==> config.mk <==
export PLATFORM = sky130hd
export DESIGN_NAME = grid_io_cfg_loader
export DESIGN_NICKNAME = d
export VERILOG_FILES = /design/src/rtl/grid_io_cfg_pkg.sv /design/src/rtl/grid_io_cfg_addr_gen.sv /design/src/rtl/grid_io_cfg_loader.sv
export SDC_FILE = /design/constraint.sdc
export NUM_CORES = 1
export LEC_CHECK = 0
export BUFFER_PORTS_ARGS = -buffer_cell sky130_fd_sc_hd__buf_2
export CORE_MARGIN = 2
export CORE_UTILIZATION = 52
export CTS_CLUSTER_SIZE = 16
export DETAILED_ROUTE_END_ITERATION = 8
export PLACE_DENSITY_LB_ADDON = 0.12
export SLEW_MARGIN = 20
export SYNTH_ARGS = -nofsm -noshare
export SYNTH_HDL_FRONTEND = slang
export SYNTH_SLANG_ARGS = --single-unit
==> constraint.sdc <==
create_clock -name prog_clk -period 1.9 [get_ports prog_clk]
set_clock_uncertainty 0.1 [all_clocks]
set_input_delay 0.38 -clock prog_clk [delete_from_list [all_inputs] [get_ports prog_clk]]
set_output_delay 0.38 -clock prog_clk [all_outputs]
set_load 0.02 [all_outputs]
==> src/rtl/grid_io_cfg_pkg.sv <==
// -----------------------------------------------------------------------------
// grid_io_cfg_pkg
// Shared definitions for the grid I/O configuration loader:
//   - tile geometry (NUM_TILES, BITS_PER_TILE and their address widths)
//   - NUM_CFG_BITS, the number of configuration bits written per load
//   - FSM state encodings (legacy-compatible localparam constants)
//   - cfg_addr_map: splits the write counter into {bit select, tile index}
//   - par_next: running even-parity accumulator step
// Optional feature macro used by the loader: IO_CFG_PARITY_EN.
// -----------------------------------------------------------------------------
package grid_io_cfg_pkg;

  localparam int NUM_TILES     = 8;
  localparam int BITS_PER_TILE = 2;
  localparam int TILE_AW       = 3;
  localparam int BIT_AW        = 1;

  localparam int NUM_CFG_BITS  = NUM_TILES * BITS_PER_TILE;
  localparam int CNT_W         = TILE_AW + BIT_AW;
  localparam int ADDR_W        = BIT_AW + TILE_AW;

  localparam logic [CNT_W-1:0] LAST_CNT = CNT_W'(NUM_CFG_BITS - 1);

  typedef logic [2:0] state_t;

  localparam state_t ST_IDLE   = 3'd0;
  localparam state_t ST_FETCH  = 3'd1;
  localparam state_t ST_SETUP  = 3'd2;
  localparam state_t ST_STROBE = 3'd3;
  localparam state_t ST_HOLD   = 3'd4;
  localparam state_t ST_PARITY = 3'd5;
  localparam state_t ST_DONE   = 3'd6;

  // The bit select occupies the leftmost (lowest-numbered) bits of the
  // ascending cfg_address port, so it goes first in the packed value.
  function automatic logic [ADDR_W-1:0] cfg_addr_map(input logic [CNT_W-1:0] cnt);
    logic [BIT_AW-1:0]  bit_sel;
    logic [TILE_AW-1:0] tile_idx;
    bit_sel  = cnt[BIT_AW-1:0];
    tile_idx = cnt[CNT_W-1:BIT_AW];
    return {bit_sel, tile_idx};
  endfunction

  function automatic logic par_next(input logic acc, input logic data_bit);
    return acc ^ data_bit;
  endfunction

endpackage

==> src/rtl/grid_io_cfg_addr_gen.sv <==
// -----------------------------------------------------------------------------
// grid_io_cfg_addr_gen
// Write counter for the configuration loader plus the counter-to-address map.
// Ports:
//   i_clk    in   configuration clock
//   i_rst_n  in   asynchronous active-low reset
//   i_clr    in   clear the counter to 0 (wins over i_inc)
//   i_inc    in   advance to the next configuration bit
//   o_last   out  counter is at the final configuration bit
//   o_addr   out  {bit select, tile index} for the current counter value
// -----------------------------------------------------------------------------
module grid_io_cfg_addr_gen
  import grid_io_cfg_pkg::*;
(
  input  logic              i_clk,
  input  logic              i_rst_n,
  input  logic              i_clr,
  input  logic              i_inc,
  output logic              o_last,
  output logic [ADDR_W-1:0] o_addr
);

  logic [CNT_W-1:0] r_cnt;

  // Bit counter: cleared per load, saturates at the last bit so it never wraps.
  always_ff @(posedge i_clk or negedge i_rst_n) begin
    if (!i_rst_n) begin
      r_cnt <= {CNT_W{1'b0}};
    end else if (i_clr) begin
      r_cnt <= {CNT_W{1'b0}};
    end else if (i_inc && !o_last) begin
      r_cnt <= r_cnt + CNT_W'(1);
    end else begin
      r_cnt <= r_cnt;
    end
  end

  assign o_last = (r_cnt == LAST_CNT);
  assign o_addr = cfg_addr_map(r_cnt);

endmodule

==> src/rtl/grid_io_cfg_loader.sv <==
// -----------------------------------------------------------------------------
// grid_io_cfg_loader
// Streams a serial bitstream into the memory-bank configuration port of a
// grid I/O tile row. Each accepted bit is written with a setup / one-cycle
// strobe / hold pattern at the next address (tile0 bit0, tile0 bit1, ...).
// Optional feature: define IO_CFG_PARITY_EN to accept a trailing even-parity
// bit after the last write and report a mismatch on the sticky error output.
// Ports:
//   prog_clk     in   configuration clock (rising edge)
//   prog_rst_n   in   asynchronous active-low reset
//   start        in   begin a load (honoured only when idle)
//   abort        in   cancel the load in progress
//   bs_valid     in   bitstream bit valid
//   bs_data      in   bitstream bit
//   bs_ready     out  loader can accept a bit
//   cfg_enable   out  write strobe to the tile decoder
//   cfg_address  out  [0:BIT_AW-1] bit select, remaining bits tile index
//   cfg_data_in  out  configuration data bit
//   busy         out  load in progress
//   done         out  one-cycle pulse on successful completion
//   error        out  sticky parity error (IO_CFG_PARITY_EN only)
// All outputs are registered.
// -----------------------------------------------------------------------------
module grid_io_cfg_loader
  import grid_io_cfg_pkg::*;
(
  input  logic              prog_clk,
  input  logic              prog_rst_n,
  input  logic              start,
  input  logic              abort,
  input  logic              bs_valid,
  input  logic              bs_data,
  output logic              bs_ready,
  output logic              cfg_enable,
  output logic [0:ADDR_W-1] cfg_address,
  output logic              cfg_data_in,
  output logic              busy,
  output logic              done
`ifdef IO_CFG_PARITY_EN
  ,
  output logic              error
`endif
);

  state_t            r_state;
  state_t            w_state_nxt;
  logic              r_bs_ready;
  logic              r_cfg_enable;
  logic [ADDR_W-1:0] r_cfg_address;
  logic              r_cfg_data_in;
  logic              r_busy;
  logic              r_done;

  logic              w_accept;
  logic              w_capture;
  logic              w_cnt_clr;
  logic              w_cnt_inc;
  logic              w_last;
  logic [ADDR_W-1:0] w_addr;
  logic              w_ready_nxt;
`ifdef IO_CFG_PARITY_EN
  logic              w_par_chk;
  logic              w_start_acc;
  logic              r_parity;
  logic              r_error;
`endif

  assign w_accept = bs_valid & r_bs_ready;

  grid_io_cfg_addr_gen u_addr_gen (
    .i_clk   (prog_clk),
    .i_rst_n (prog_rst_n),
    .i_clr   (w_cnt_clr),
    .i_inc   (w_cnt_inc),
    .o_last  (w_last),
    .o_addr  (w_addr)
  );

  // Next-state and datapath control; abort overrides everything, including start.
  always_comb begin
    w_state_nxt = r_state;
    w_cnt_clr   = 1'b0;
    w_cnt_inc   = 1'b0;
    w_capture   = 1'b0;
`ifdef IO_CFG_PARITY_EN
    w_par_chk   = 1'b0;
`endif
    if (abort) begin
      w_state_nxt = ST_IDLE;
      w_cnt_clr   = 1'b1;
    end else begin
      case (r_state)
        ST_IDLE: begin
          if (start) begin
            w_state_nxt = ST_FETCH;
            w_cnt_clr   = 1'b1;
          end else begin
            w_state_nxt = ST_IDLE;
          end
        end
        ST_FETCH: begin
          if (w_accept) begin
            w_capture   = 1'b1;
            w_state_nxt = ST_SETUP;
          end else begin
            w_state_nxt = ST_FETCH;
          end
        end
        ST_SETUP:  w_state_nxt = ST_STROBE;
        ST_STROBE: w_state_nxt = ST_HOLD;
        ST_HOLD: begin
          if (w_last) begin
`ifdef IO_CFG_PARITY_EN
            w_state_nxt = ST_PARITY;
`else
            w_state_nxt = ST_DONE;
`endif
          end else begin
            w_cnt_inc   = 1'b1;
            w_state_nxt = ST_FETCH;
          end
        end
`ifdef IO_CFG_PARITY_EN
        ST_PARITY: begin
          if (w_accept) begin
            w_par_chk   = 1'b1;
            w_state_nxt = ST_DONE;
          end else begin
            w_state_nxt = ST_PARITY;
          end
        end
`endif
        ST_DONE:   w_state_nxt = ST_IDLE;
        default:   w_state_nxt = ST_IDLE;
      endcase
    end
  end

  // The loader takes bitstream bits only while fetching (and for the parity bit).
  always_comb begin
`ifdef IO_CFG_PARITY_EN
    w_ready_nxt = (w_state_nxt == ST_FETCH) || (w_state_nxt == ST_PARITY);
`else
    w_ready_nxt = (w_state_nxt == ST_FETCH);
`endif
  end

  // State register and state-decoded outputs, registered from the next state.
  always_ff @(posedge prog_clk or negedge prog_rst_n) begin
    if (!prog_rst_n) begin
      r_state      <= ST_IDLE;
      r_bs_ready   <= 1'b0;
      r_cfg_enable <= 1'b0;
      r_busy       <= 1'b0;
      r_done       <= 1'b0;
    end else begin
      r_state      <= w_state_nxt;
      r_bs_ready   <= w_ready_nxt;
      r_cfg_enable <= (w_state_nxt == ST_STROBE);
      r_busy       <= (w_state_nxt != ST_IDLE) && (w_state_nxt != ST_DONE);
      r_done       <= (w_state_nxt == ST_DONE);
    end
  end

  // Address/data are loaded when a bit is accepted and held until the next bit or abort.
  always_ff @(posedge prog_clk or negedge prog_rst_n) begin
    if (!prog_rst_n) begin
      r_cfg_address <= {ADDR_W{1'b0}};
      r_cfg_data_in <= 1'b0;
    end else if (abort) begin
      r_cfg_address <= {ADDR_W{1'b0}};
      r_cfg_data_in <= 1'b0;
    end else if (w_capture) begin
      r_cfg_address <= w_addr;
      r_cfg_data_in <= bs_data;
    end else begin
      r_cfg_address <= r_cfg_address;
      r_cfg_data_in <= r_cfg_data_in;
    end
  end

`ifdef IO_CFG_PARITY_EN
  assign w_start_acc = start & ~abort & (r_state == ST_IDLE);

  // Running parity of loaded bits and sticky error, both cleared by an accepted start.
  always_ff @(posedge prog_clk or negedge prog_rst_n) begin
    if (!prog_rst_n) begin
      r_parity <= 1'b0;
      r_error  <= 1'b0;
    end else if (w_start_acc) begin
      r_parity <= 1'b0;
      r_error  <= 1'b0;
    end else if (w_capture) begin
      r_parity <= par_next(r_parity, bs_data);
      r_error  <= r_error;
    end else if (w_par_chk && (bs_data != r_parity)) begin
      r_parity <= r_parity;
      r_error  <= 1'b1;
    end else begin
      r_parity <= r_parity;
      r_error  <= r_error;
    end
  end

  assign error = r_error;
`endif

  assign bs_ready    = r_bs_ready;
  assign cfg_enable  = r_cfg_enable;
  assign cfg_address = r_cfg_address;
  assign cfg_data_in = r_cfg_data_in;
  assign busy        = r_busy;
  assign done        = r_done;

endmodule

# == Word level (Yosys, flattened, before mapping) ==
# Cells that the tools add are included.
# totals
reg_bits,16
elab_cells,46
inputBits,6
output_inout_bits,9
# classes
n_eq_ne,9
reduce_logical,7
n_mux,20
add_sub_neg,1
bitwise_logic,1
# op_table
operator,n
$mux 4,4
$pmux 3 s5,1
$mux 1,12
$eq 3x2->1 const B,3
$eq 3x1->1 const B,2
$eq 3x3->1 const B,2
$mux 3,2
$add 4x1->4 const B,1
$eq 4x4->1 const B,1
$reduce_bool 2->1,2
$logic_not 3->1,1
$ne 3x3->1 const B,1
$reduce_bool 3->1,1
$logic_and 1x1->1,2
$mux 2,1
$and 1x1->1,1
$logic_not 1->1,1

# == Logic depth before layout (Yosys ltp) ==
# depth
word_depth,7
mapped_depth,5

# == By module ==
# A second synthesis with hierarchy kept.
# unflattened
hier_cells,69
area_unflattened_um2,795.8
# by_module_without_submodules
module,seq_area_each_um2,area_per_inst_um2,cells_per_inst,instances
grid_io_cfg_loader,300.3,566.8,49,1
grid_io_cfg_addr_gen,100.1,229.0,20,1

# == Least setup slack after synthesis ==
# OpenSTA, ideal clock, no wires.
# synth_path
path_kind,reg-to-reg
startpoint,reg u_addr_gen.r_cnt[0]
endpoint,reg r_bs_ready (netlist: bs_ready)
path_stages_with_launch,6
required_time_ns,1.670
slack_ns,0.201
path_buffers,0
arrival_ns,1.469
setup_time_ns,0.130
path_cell_list,dfrtp_1 ha_1 nand3_2 or4b_4 nor3b_4 nor2b_4
# synth_between
elab_chain_cells,5
# synth_lines
element,line,text
from (decl),grid_io_cfg_addr_gen.sv:23,logic [CNT_W-1:0] r_cnt;
from (signal assigned),grid_io_cfg_addr_gen.sv:28,r_cnt <= {CNT_W{1'b0}};
from (signal assigned),grid_io_cfg_addr_gen.sv:30,r_cnt <= {CNT_W{1'b0}};
from (signal assigned),grid_io_cfg_addr_gen.sv:32,r_cnt <= r_cnt + CNT_W'(1);
$eq 4x4->1,grid_io_cfg_addr_gen.sv:38,assign o_last = (r_cnt == LAST_CNT);
$mux 3,grid_io_cfg_loader.sv:112,if (w_last) begin
$pmux 3 s5,grid_io_cfg_loader.sv:92,case (r_state)
$mux 3,grid_io_cfg_loader.sv:88,if (abort) begin
$eq 3x1->1,grid_io_cfg_loader.sv:144,w_ready_nxt = (w_state_nxt == ST_FETCH);
via w_ready_nxt,grid_io_cfg_loader.sv:60,logic w_ready_nxt;
to (signal assigned),grid_io_cfg_loader.sv:158,r_bs_ready <= w_ready_nxt;
to (decl),grid_io_cfg_loader.sv:47,logic r_bs_ready;
# The timed path passes the listed nets, and every way through them passes these cells.
# A chain may end at the register's enable or synchronous reset.

# == Worst setup path in the final report ==
# layout_path
startpoint,reg u_addr_gen.r_cnt[1]
endpoint,reg r_bs_ready (netlist: bs_ready)
# The elaborated chain is that of the path after synthesis.

==> out/metrics.yaml <==
outcome: "finished, final reports clean"
synth.area.top_cells: "dfrtp_1 50%, mux2i_1 6.3%, nor2_1 5.7%, nor3b_4 4.7%, nor2b_4 3.5%"
min_path_type: "in2reg"
cp_num_buf_inv: 0
fin_ws_ns: 0.140
path_max_fanout: 4
routabilityCongestion: 0.880
diodes: 0
finalCritPeriodShare_pct: 92.6
crit_slowest_cell: "or4b_4"
hold_slack_ns: 0.223
synth_fp_nets: 79
critical_path.cell_chain: "ha_1 > nand3_2 > or4b_4 > nor3b_4 > nor2b_4"
drtAntennaViolNets: 0
grt_remaining_overflow: 0
antenna_found_initial: 0
dp_hpwl_um: 1030
ys_ff_latch: 16
register_area_sq_um: 400
maxSlewHeadroom_pct: 61.2
grt_pass1_wl_um: 2660
finalPower_uw: 660
first_pass_iters: 4
drive_gt1_share_pct: 32.6
htreeDepth: 1
clockBufferDepth: 2
grt_use_total_pct: 19.7
port_buffers: 14
final_util_pct: 63.3
finalSetupViolCount: 0
clock_latency_ns: 0.29
chipHeight_um: 43.1
fin_crit_ns: 1.76
synthCells: 72
synth_edf_count: 0
vdd_ir_drop_max_uv: 458
yosysWarnings: 0
cts_tree: "built"
worst_pin_slew_ns: 0.573
pre_cts_slack_ns: 0.171
start_util_pct: 54.1
dp.cells: 100
clock-root-buffer: "clkbuf_4"
wl_um: 1490
cts_setup_buffers: 0
required_ns: 1.98
yosys.area.top_type_share_pct: 50.3
worstSetupPathType: "reg2reg"
path_delay_family: "simple AND/OR/NAND/NOR gates"
die_w_um: 43.1
dieArea_sq_mm: 0.00186
final.setup.tns_ns: 0
final_cell_area_sq_um: 931
yosys.area.top_type: "dfrtp_1"
syn_to_final_growth_pct: 17.0
drv_slew: 0
core_sq_mm: 0.00147
wl_per_cell_um: 14.2
fillers: 128
ys_types: 30
worstPathArrival_ns: 1.84
ioPinCount: 15
ys_seq_area_share_pct: 50.3
maxCapViolCount: 0
numCtsBuffers: 3
drc: 0
clock_sinks: 16
power_leakage_nw: 0.441
fmax_mhz: 568
multi_input_area_sq_um: 368
finalNetCount: 97
num_rows: 14
syn_area_sq_um: 796
power.density_mw_per_mm2: 709
synthArstFlopShare_pct: 100
drt_iter0_drc: 3
final_cells: 105
drt-vias-per-instance: 5.59
rsz0062_at_grt: "no"
yosys_most_used_dff: "dfrtp_1"
clk_pin_slew_ns: 0.09
finalHoldViolCount: 0
crit_path_end_kind: "register"
grt_pass1_vias: 606
syn_avg_cell_area_sq_um: 11.1
start_kind: "register"
place_area_sq_um: 885
vias: 587
grt_max_degree: 17
critical_path.max_stage_delay_ns: 0.51
-- cell usage after synthesis (2+ instances only) --
library cell / n
nor3b_4: 2
nand3_1: 2
dfrtp_1: 16
clkbuf_1: 3
a21oi_1: 3
nor3b_1: 2
nor2_1: 12
nand3b_1: 2
nor3_1: 2
mux2i_1: 5
nor2b_4: 2
nand2_1: 2
o21ai_0: 2
-- timing repair --
item                                   4_1_cts  5_1_grt
setup endpoints to repair                    0        0
gates resized for setup                      0        0
hold buffers                                 1        0
endpoints found under the hold margin       16        0
-- registers in the layout, summed over array words and instances (netlist names) --
name	count
busy	1
bs_ready	1
cfg_enable	1
cfg_data_in	1
done	1
r_state	3
u_addr_gen.r_cnt	4
cfg_address	4
-- worst paths after layout --
kind | startpoint | end | slack [ns] | cells after the start
worst max-delay path | u_addr_gen.r_cnt[1] | bs_ready | 0.14 | 5
worst min-delay path | bs_data | cfg_data_in | 0.22 | 3
worst max register to register | u_addr_gen.r_cnt[1] | bs_ready | 0.14 | 5
worst min register to register | cfg_data_in | cfg_data_in | 0.42 | 2
max in group asynchronous | prog_rst_n | cfg_address[3] | 1.01 | 2
min in group asynchronous | prog_rst_n | r_state[1] | 0.43 | 2
-- worst reg2reg max path, stage by stage, from the launching register on --
cell	delay [ns]
dfrtp_1	0.41
ha_1	0.22
nand3_2	0.12
or4b_4	0.51
nor3b_4	0.17
nor2b_4	0.13
-- power breakdown --
part | internal (mW) | switching (mW) | leakage [nW]
logic | 0.0326 | 0.0410 | 0.201
registers | 0.348 | 0.00990 | 0.220
clock network | 0.117 | 0.111 | 0.0210
-- cells by family (layout without fill, tap and decap cells) --
group / after synthesis / in the layout / share of synthesized area (%)
simple gates: 33 / 33 / 28.8
mux: 6 / 6 / 7.70
fa+ha+maj: 1 / 1 / 1.57
flops: 16 / 16 / 50.3
compound gates: 10 / 10 / 8.18
buf+inv: 6 / 23 / 3.46
-- cells in the final DEF, fill, tap and decap left out, drive strengths merged, types with 2 or more instances in the layout --
master and instances:
nand3b 2, dfrtp 16, nor3 2, mux2i 5, nor3b 4, nor2 12
nand3 3, buf 17, a21oi 3, clkbuf 4, nand2 2, nor2b 2
o21ai 2
-- final cells by class --
type                    count  share of cell area [%]
clock buffers               4                    3.90
inverters                   1                   0.403
multi-input cells          50                    39.5
flip-flops and latches     16                    43.0
well taps                  16                    2.15
repair buffers             18                    11.0
-- layer usage --
layer / vias to the layer above / global-route usage [%] / routed length, um
met3: 5 / 2.55 / 51
li1: 294 / - / -
met5: - / 0 / 0
met2: 12 / 31.3 / 685
met4: 0 / 10.9 / 36
met1: 276 / 25.5 / 718
Power figures use the tool's default switching activity.
